### src/rtl/prec_pkg.sv
// Shared types for the precision dispatch scheduler.
//   prec_code_t   - 2-bit per-token precision code from the assignment stage
//   NUM_LANES     - number of compute lanes (INT4, INT8, FP16)
//   lane_of()     - maps a precision code to its lane number
//   sched_state_t - scheduler FSM states
package prec_pkg;

    typedef enum logic [1:0] {
        PREC_INT4 = 2'd0,
        PREC_INT8 = 2'd1,
        PREC_FP16 = 2'd2,
        PREC_RSV  = 2'd3
    } prec_code_t;

    localparam int unsigned NUM_LANES = 3;

    typedef enum logic [1:0] {
        S_IDLE,
        S_DISPATCH,
        S_DRAIN,
        S_DONE
    } sched_state_t;

    // The reserved code runs on the FP16 lane.
    function automatic logic [1:0] lane_of(input prec_code_t code);
        case (code)
            PREC_INT4: return 2'd0;
            PREC_INT8: return 2'd1;
            default:   return 2'd2;
        endcase
    endfunction

endpackage

### src/rtl/precision_dispatch_scheduler_if.sv
// Lane-side bus of the precision dispatch scheduler.
//   issue_valid[k] - scheduler offers a token to lane k
//   issue_ready[k] - lane k accepts the offered token
//   issue_idx      - per-lane token index, lane k at [k*IDX_W +: IDX_W]
//   cmpl_valid[k]  - one-cycle completion pulse from lane k, one token each
// master: scheduler side; slave: compute-lane side.
interface precision_dispatch_scheduler_if #(
    parameter int unsigned L = 8
) ();
    import prec_pkg::*;

    localparam int unsigned IDX_W = $clog2(L);

    logic [NUM_LANES-1:0]       issue_valid;
    logic [NUM_LANES-1:0]       issue_ready;
    logic [NUM_LANES*IDX_W-1:0] issue_idx;
    logic [NUM_LANES-1:0]       cmpl_valid;

    modport master (
        output issue_valid,
        output issue_idx,
        input  issue_ready,
        input  cmpl_valid
    );

    modport slave (
        input  issue_valid,
        input  issue_idx,
        output issue_ready,
        output cmpl_valid
    );

endinterface

### src/rtl/lsb_pick.sv
// Lowest-set-bit finder for a W-bit mask.
//   mask   - input bit mask
//   onehot - one-hot of the lowest set bit (zero when mask is zero)
//   idx    - index of the lowest set bit (zero when mask is zero)
//   any    - mask has at least one bit set
module lsb_pick #(
    parameter int unsigned W  = 8,
    parameter int unsigned IW = (W > 1) ? $clog2(W) : 1
) (
    input  logic [W-1:0]  mask,
    output logic [W-1:0]  onehot,
    output logic [IW-1:0] idx,
    output logic          any
);

    always_comb begin
        // Two's-complement trick isolates the lowest set bit.
        onehot = mask & (~mask + W'(1));
        any    = |mask;
        idx    = '0;
        // Scan downwards so the lowest set bit is written last.
        for (int i = int'(W) - 1; i >= 0; i--) begin
            if (mask[i]) idx = IW'(i);
        end
    end

endmodule

### src/rtl/precision_dispatch_scheduler.sv
// Dispatches per-token work onto the INT4 / INT8 / FP16 compute lanes.
//   clk, rst_n - clock and asynchronous active-low reset
//   start      - begin a pass (sampled only when idle)
//   prec_in    - packed 2-bit precision codes, token t at [2t+1:2t]
//   busy       - high whenever a pass is in progress
//   done       - one-cycle pulse at the end of a pass
//   err        - sticky: completion on a lane with nothing outstanding
//   lane       - per-lane issue valid/ready/index and completion pulses
module precision_dispatch_scheduler
    import prec_pkg::*;
#(
    parameter int unsigned L       = 8,
    parameter int unsigned MAX_OUT = 2
) (
    input  logic                  clk,
    input  logic                  rst_n,
    input  logic                  start,
    input  logic [2*L-1:0]        prec_in,
    output logic                  busy,
    output logic                  done,
    output logic                  err,
    precision_dispatch_scheduler_if.master lane
);

    localparam int unsigned IDX_W = $clog2(L);
    localparam int unsigned CNT_W = $clog2(MAX_OUT + 1);
    localparam logic [CNT_W-1:0] CNT_MAX = CNT_W'(MAX_OUT);

    sched_state_t           state_q;
    prec_code_t             snap_q [L];
    // Tokens already issued this pass; all ones outside a pass so nothing is pending.
    logic [L-1:0]           issued_q;
    logic [NUM_LANES-1:0]   issue_valid_q;
    logic [IDX_W-1:0]       issue_idx_q [NUM_LANES];
    logic [CNT_W-1:0]       out_cnt_q [NUM_LANES];
    logic                   busy_q;
    logic                   done_q;
    logic                   err_q;

    logic [L-1:0]           pend [NUM_LANES];
    logic [L-1:0]           pick_oh [NUM_LANES];
    logic [IDX_W-1:0]       pick_idx [NUM_LANES];
    logic [NUM_LANES-1:0]   pick_any;
    logic [NUM_LANES-1:0]   hs;
    logic [NUM_LANES-1:0]   underflow;
    logic [NUM_LANES-1:0]   can_issue;
    logic [CNT_W-1:0]       cnt_d [NUM_LANES];
    logic [L-1:0]           issue_oh;
    logic                   all_cnt_zero;
    logic                   in_pass;
    logic [NUM_LANES*IDX_W-1:0] issue_idx_flat;

    assign in_pass = (state_q == S_DISPATCH) || (state_q == S_DRAIN);

    always_comb begin
        for (int k = 0; k < int'(NUM_LANES); k++) begin
            pend[k] = '0;
            for (int t = 0; t < int'(L); t++) begin
                pend[k][t] = (lane_of(snap_q[t]) == 2'(k)) && !issued_q[t];
            end
        end
    end

    for (genvar k = 0; k < int'(NUM_LANES); k++) begin : g_lane
        lsb_pick #(
            .W (L)
        ) u_pick (
            .mask   (pend[k]),
            .onehot (pick_oh[k]),
            .idx    (pick_idx[k]),
            .any    (pick_any[k])
        );
    end

    always_comb begin
        hs           = '0;
        underflow    = '0;
        can_issue    = '0;
        issue_oh     = '0;
        all_cnt_zero = 1'b1;
        for (int k = 0; k < int'(NUM_LANES); k++) begin
            hs[k]        = issue_valid_q[k] & lane.issue_ready[k];
            underflow[k] = lane.cmpl_valid[k] & ~hs[k] & (out_cnt_q[k] == '0);
            can_issue[k] = in_pass & ~issue_valid_q[k] & pick_any[k] &
                           (out_cnt_q[k] < CNT_MAX);
            // Handshake and completion on the same edge cancel out.
            cnt_d[k] = out_cnt_q[k];
            if (hs[k] && !lane.cmpl_valid[k]) begin
                cnt_d[k] = out_cnt_q[k] + CNT_W'(1);
            end else if (!hs[k] && lane.cmpl_valid[k] && out_cnt_q[k] != '0) begin
                cnt_d[k] = out_cnt_q[k] - CNT_W'(1);
            end
            if (can_issue[k]) issue_oh = issue_oh | pick_oh[k];
            if (cnt_d[k] != '0) all_cnt_zero = 1'b0;
        end
    end

    always_ff @(posedge clk or negedge rst_n) begin
        if (!rst_n) begin
            state_q       <= S_IDLE;
            issued_q      <= '1;
            issue_valid_q <= '0;
            busy_q        <= 1'b0;
            done_q        <= 1'b0;
            err_q         <= 1'b0;
            for (int t = 0; t < int'(L); t++) snap_q[t] <= PREC_INT4;
            for (int k = 0; k < int'(NUM_LANES); k++) begin
                issue_idx_q[k] <= '0;
                out_cnt_q[k]   <= '0;
            end
        end else begin
            done_q   <= 1'b0;
            issued_q <= issued_q | issue_oh;
            for (int k = 0; k < int'(NUM_LANES); k++) begin
                out_cnt_q[k] <= cnt_d[k];
                if (hs[k]) begin
                    issue_valid_q[k] <= 1'b0;
                end else if (can_issue[k]) begin
                    issue_valid_q[k] <= 1'b1;
                    issue_idx_q[k]   <= pick_idx[k];
                end
            end
            if (|underflow) err_q <= 1'b1;

            case (state_q)
                S_IDLE: begin
                    if (start) begin
                        for (int t = 0; t < int'(L); t++) begin
                            snap_q[t] <= prec_code_t'(prec_in[2*t +: 2]);
                        end
                        issued_q <= '0;
                        // An underflow on the start edge still wins over the clear.
                        err_q    <= |underflow;
                        busy_q   <= 1'b1;
                        state_q  <= S_DISPATCH;
                    end
                end
                S_DISPATCH: begin
                    if (!(|pick_any) && !(|issue_valid_q)) state_q <= S_DRAIN;
                end
                S_DRAIN: begin
                    if (all_cnt_zero) begin
                        state_q <= S_DONE;
                        done_q  <= 1'b1;
                    end
                end
                S_DONE: begin
                    state_q <= S_IDLE;
                    busy_q  <= 1'b0;
                end
                default: state_q <= S_IDLE;
            endcase
        end
    end

    always_comb begin
        issue_idx_flat = '0;
        for (int k = 0; k < int'(NUM_LANES); k++) begin
            issue_idx_flat[k*IDX_W +: IDX_W] = issue_idx_q[k];
        end
    end

    assign lane.issue_valid = issue_valid_q;
    assign lane.issue_idx   = issue_idx_flat;
    assign busy             = busy_q;
    assign done             = done_q;
    assign err              = err_q;

endmodule

### src/flat_wrapper.sv
// flat-port wrapper written by rule: the top's interface ports become plain ports
module precision_dispatch_scheduler_flat import prec_pkg::*;
#(
    parameter int unsigned L       = 8,
    parameter int unsigned MAX_OUT = 2
)
  (clk, rst_n, start, prec_in, busy, done, err, lane_issue_valid, lane_issue_idx, lane_issue_ready, lane_cmpl_valid);
  precision_dispatch_scheduler_if #(.L(L)) lane_i ();
  input  logic clk;
  input  logic rst_n;
  input  logic start;
  input  logic [2*L-1:0] prec_in;
  output logic busy;
  output logic done;
  output logic err;
  output wire logic [$bits(lane_i.issue_valid)-1:0] lane_issue_valid;
  output wire logic [$bits(lane_i.issue_idx)-1:0] lane_issue_idx;
  input wire logic [$bits(lane_i.issue_ready)-1:0] lane_issue_ready;
  input wire logic [$bits(lane_i.cmpl_valid)-1:0] lane_cmpl_valid;
  assign lane_issue_valid = lane_i.issue_valid;
  assign lane_issue_idx = lane_i.issue_idx;
  assign lane_i.issue_ready = lane_issue_ready;
  assign lane_i.cmpl_valid = lane_cmpl_valid;
  precision_dispatch_scheduler #(.L(L), .MAX_OUT(MAX_OUT)) u_core (.clk(clk), .rst_n(rst_n), .start(start), .prec_in(prec_in), .busy(busy), .done(done), .err(err), .lane(lane_i));
endmodule
### config.mk
export PLATFORM = sky130hd
export DESIGN_NAME = precision_dispatch_scheduler_flat
export DESIGN_NICKNAME = d
export VERILOG_FILES = /design/src/rtl/prec_pkg.sv /design/src/rtl/precision_dispatch_scheduler_if.sv /design/src/rtl/lsb_pick.sv /design/src/rtl/precision_dispatch_scheduler.sv /design/src/flat_wrapper.sv
export SDC_FILE = /design/constraint.sdc
export NUM_CORES = 1
export LEC_CHECK = 0
export ABC_CLOCK_PERIOD_IN_PS = 1900
export BUFFER_PORTS_ARGS = -buffer_cell sky130_fd_sc_hd__buf_2
export CAP_MARGIN = 10
export CORE_UTILIZATION = 51
export CTS_BUF_LIST = sky130_fd_sc_hd__clkbuf_8 sky130_fd_sc_hd__clkbuf_16
export CTS_CLUSTER_DIAMETER = 150
export CTS_CLUSTER_SIZE = 20
export DETAILED_ROUTE_END_ITERATION = 7
export HOLD_SLACK_MARGIN = 0.06
export PLACE_DENSITY = 0.75
export SLEW_MARGIN = 20
export SYNTH_ARGS = -nofsm -noshare
export SYNTH_HDL_FRONTEND = slang
export SYNTH_SLANG_ARGS = --single-unit
### constraint.sdc
create_clock -name clk -period 1.9 [get_ports clk]
set_input_delay 0.38 -clock clk [delete_from_list [all_inputs] [get_ports clk]]
set_output_delay 0.38 -clock clk [all_outputs]
set_load 0.02 [all_outputs]
==> key figures <==
Worst hold path
  – HP Class: in -> reg
  – Hold Path Cell Cnt: 3
  – Hold Path End: u_core.snap_q[15]$_DFFE_PN0P_
  – Beginning of the worst hold path: prec_in[1]

Synthesis
  – Synth cell count leaders: nand2_1 (66), dfrtp_1 (39), a21oi_1 (19), nor2_1 (19), inv_1 (18)
  – Area leader, netlist: dfrtp_1
  – Syn_area_per_cell: 8.995 µm²
  – Post-synth net total: 333
  – Synth top area cells: dfrtp_1 (36%), nand2_1 (9.1%), dfstp_2 (7.8%), a21oi_1 (3.5%), ha_1 (3.2%)
  – Asr flop ratio synth: 100.0%
  – Largest family of logic cells by synthesized area: simple AND/OR/NAND/NOR gates
  – Synth Area in Compound Gates: 14.46%
  – Top-count cell post-synth: nand2_1
  – Synthesis warning total: 0
  – Seq/Total Area, Yosys: 43.81%
  – Cell Area, Synth: 2708 µm²
  – EDFF count, synth: 0
  – Post-synthesis mux area share: 3.835%
  – Library cells used by synthesis: 47
  – Seq cells post-synth: 47
  – Synthesized instance count: 301
  – Post-Synth XOR/XNOR Area: 0.9704%
  – Post-synth top area share: 36.04%
  – Simple-Gate Fraction of Synth Area: 30.50%
  – Synth Area in Adders: 3.235%
  – Top_reg_cell synth: dfrtp_1

Drt
  – Drt via density: 5.362
  – Post-route ant nets: 0
  – WL/cell: 15.59 µm
  – DRT Pass-1 Iters: 4
  – Via count: 2638
  – Routed WL: 7.672 mm
  – Drt drc: 0
  – First DRT Iteration DRCs: 231

Clock tree
  – Num CTS Buffers: 5
  – Clk_lat worst skew: 0.31 ns
  – Clk buf depth: 2
  – CTS tree: done
  – Reg clk slew, reported paths: 0.10 ns
  – H-tree lvl count: 2
  – CTS Root Cell: clkbuf_8
  – CTS Sinks: 47

Worst setup path
  – Crit-path leading delay family: compound AO/OA/AOI/OAI gates
  – Flop2flop setup slack: -0.14 ns
  – R2r startpoint: u_core.issued_q[4]$_DFF_PN1_
  – Crit-path cells: nor3b_4, a21oi_2, nand4_4, o41ai_4, nand2_1, a21oi_2, mux2_4
  – Worst r2r dst: u_core.state_q[1]$_DFFE_PN0P_
  – Crit Path Max Fanout: 4
  – Worst r2r path cells: 7
  – CP dominant cell by count: a21oi_2
  – CP Data Required Time: 2.10 ns
  – Critical Path End Type: register
  – CP Launch Type: register
  – Critical-path top delay cell: dfstp_2
  – Buffers plus inverters on the worst setup path: 0
  – Crit path DAT: 2.24 ns
  – Kind of critical path: reg -> reg
  – Largest stage delay, worst path: 0.59 ns

Place
  – IO Port Bufs: 39
  – Placed cell areas: 3518 µm²
  – Post-DP HPWL: 5.573 mm
  – Gpl congestion: 0.9009

Timing
  – Least-Margin Pin Slew: 0.4867 ns
  – Hold slack: 0.2526 ns
  – Part of the cycle the worst path needs: 107.3%
  – RSZ-0062 raised after global routing: true
  – Final setup margin: -0.1379 ns
  – Fin. max-slew vios: 0
  – Min cycle time layout: 2.038 ns
  – Relative slew slack: 67.55%
  – Clock skew: 0.01342 ns
  – Setup violations, final: 2
  – Final hold violation count: 0
  – Maximum clock rate: 0.4907 GHz

Floorplan
  – DIE HEIGHT: 74.86 µm
  – Starting density of the core: 53.01%
  – Die Width: 74.86 µm
  – I/O Pins: 40
  – Die area: 5604 µm²
  – Placement Rows: 26
  – Core ar.: 5107 µm²

Pwr
  – Total power: 7.950 mW
  – Leak: 1.868 nW
  – Max IR drop VDD: 0.001173 V
  – Power Density: 2064 nW/µm²

Global routing
  – Initial antenna violation count: 0
  – Vias in the first global route: 2554
  – Gr usage total: 28.08%
  – First-pass GRT wire length: 11.64 mm
  – GRT overflow: 0
  – Largest net degree at the start of global routing: 30

Layout
  – Number of diodes: 0
  – Layout area overhead: 42.28%
  – # nets final: 453
  – Multi-input gate area: 1609 µm²
  – Register Area: 1189 µm²
  – Layout cells sized above 1: 44.31%
  – Design area: 3852 µm²
  – Fillers: 372

Outcome
  – Failing checks: negative setup slack
  – Status: finished, violations left

Flow run
  – Max Cap Viol: 0
worst min-delay path: cells and delay by family:
family        cells  cell delay [ns]
simple gates      2             0.08
buf+inv           1             0.07
routing by layer:
metal,up-vias,track usage [%],share of wire [%]
li1,1281,-,-
met1,1281,34.82,42
met2,64,50.35,53
met3,12,4.552,3.9
met4,0,8.176,1.7
met5,-,0,0
state kept, by name, indices dropped and copies added, names as in the netlist:
register                 cells
u_core.state_q               2
u_core.issued_q              8
u_core.out_cnt_q             6
u_core.done                  1
u_core.busy                  1
u_core.snap_q               16
u_core.err                   1
u_core.lane.issue_idx        9
u_core.lane.issue_valid      3
how the worst max path moves through the flow:
stage               slack, ns                             to  depth (start not counted)                         start
floorplan               -0.05  u_core.state_q[1]$_DFFE_PN0P_                          7  u_core.issued_q[0]$_DFF_PN1_
global placement        -0.09  u_core.state_q[1]$_DFFE_PN0P_                          7  u_core.issued_q[7]$_DFF_PN1_
detailed placement      -0.18  u_core.state_q[1]$_DFFE_PN0P_                          7  u_core.issued_q[7]$_DFF_PN1_
CTS                     -0.13  u_core.state_q[1]$_DFFE_PN0P_                          7  u_core.issued_q[0]$_DFF_PN1_
global route            -0.20  u_core.state_q[1]$_DFFE_PN0P_                          7  u_core.issued_q[4]$_DFF_PN1_
finish                  -0.14  u_core.state_q[1]$_DFFE_PN0P_                          7  u_core.issued_q[4]$_DFF_PN1_
report_power, final:
part           switching [mW]  leakage [nW]  total [mW]  internal [mW]
Sequential              0.487         0.555        2.05           1.56
Clock                   0.365        0.0402       0.622          0.257
Combinational            2.69          1.27        5.28           2.59
kinds of logic (layout without fill, tap and decap cells):
logic type,after synthesis,count (layout)
AO/OA/AOI/OAI,57,57
XOR/XNOR,3,3
adder cells (fa/ha/maj),7,7
buffers and inverters,23,144
flip-flops,47,47
multiplexers,10,10
AND/OR/NAND/NOR,154,154
timing repair:
action / 4_1_cts / 5_1_grt
pin swaps: 11 / 16
hold buffers: 1 / 0
setup buffers: 3 / 6
endpoints found under the hold margin: 15 / 0
gates resized for setup: 12 / 28
cloned: 0 / 0
endpoints found under the setup margin: 5 / 8
cell type report:
type / instances / share of cell area (%)
repair buffers: 118 / 21.05
multi-input cells: 231 / 41.77
inverters: 18 / 1.754
well taps: 70 / 2.273
clock inverters: 3 / 0.5196
clock buffers: 5 / 1.786
flip-flops and latches: 47 / 30.85
through the flow:
stage	setup TNS [ns]	cells	utilization (%)	setup slack [ns]
2_1_floorplan	-0.05458	301	-	-0.05458
3_3_place_gp	-0.09392	474	68.89	-0.09392
3_5_place_dp	-0.2827	474	68.89	-0.1785
4_1_cts	-0.1844	486	72.39	-0.1256
5_1_grt	-0.4645	492	75.43	-0.2002
6_report	-0.2140	492	75.43	-0.1379
cells in the final DEF (no fill, tap or decap), types with 3 or more instances in the layout:
master    netlist  final
xnor2_1         3      3
and2_1          3      3
nand3b_1        3      3
nor3b_2         4      3
nand2b_4        0      3
o31ai_1         5      5
mux2i_2         0      3
nand2_1        66     65
nand3_1         9      9
a31oi_1         5      5
dfrtp_1        39     37
buf_4           0     75
and3_1          4      3
inv_1          18     17
dfstp_2         8      8
buf_2           0     39
nor3_2          0      7
clkbuf_8        0      5
nand4_4         3      3
nor2_4          2      3
a21oi_1        19     18
a21oi_2         3      3
mux2i_1         7      4
o21ai_0        10      8
ha_1            7      6
nor2b_1         5      3
nor2_2          5      7
nand2b_1        7      4
nand4_1         3      3
nor2_1         19     16
nor3_1         14      6
No activity file was read; power rests on OpenSTA's default activity.
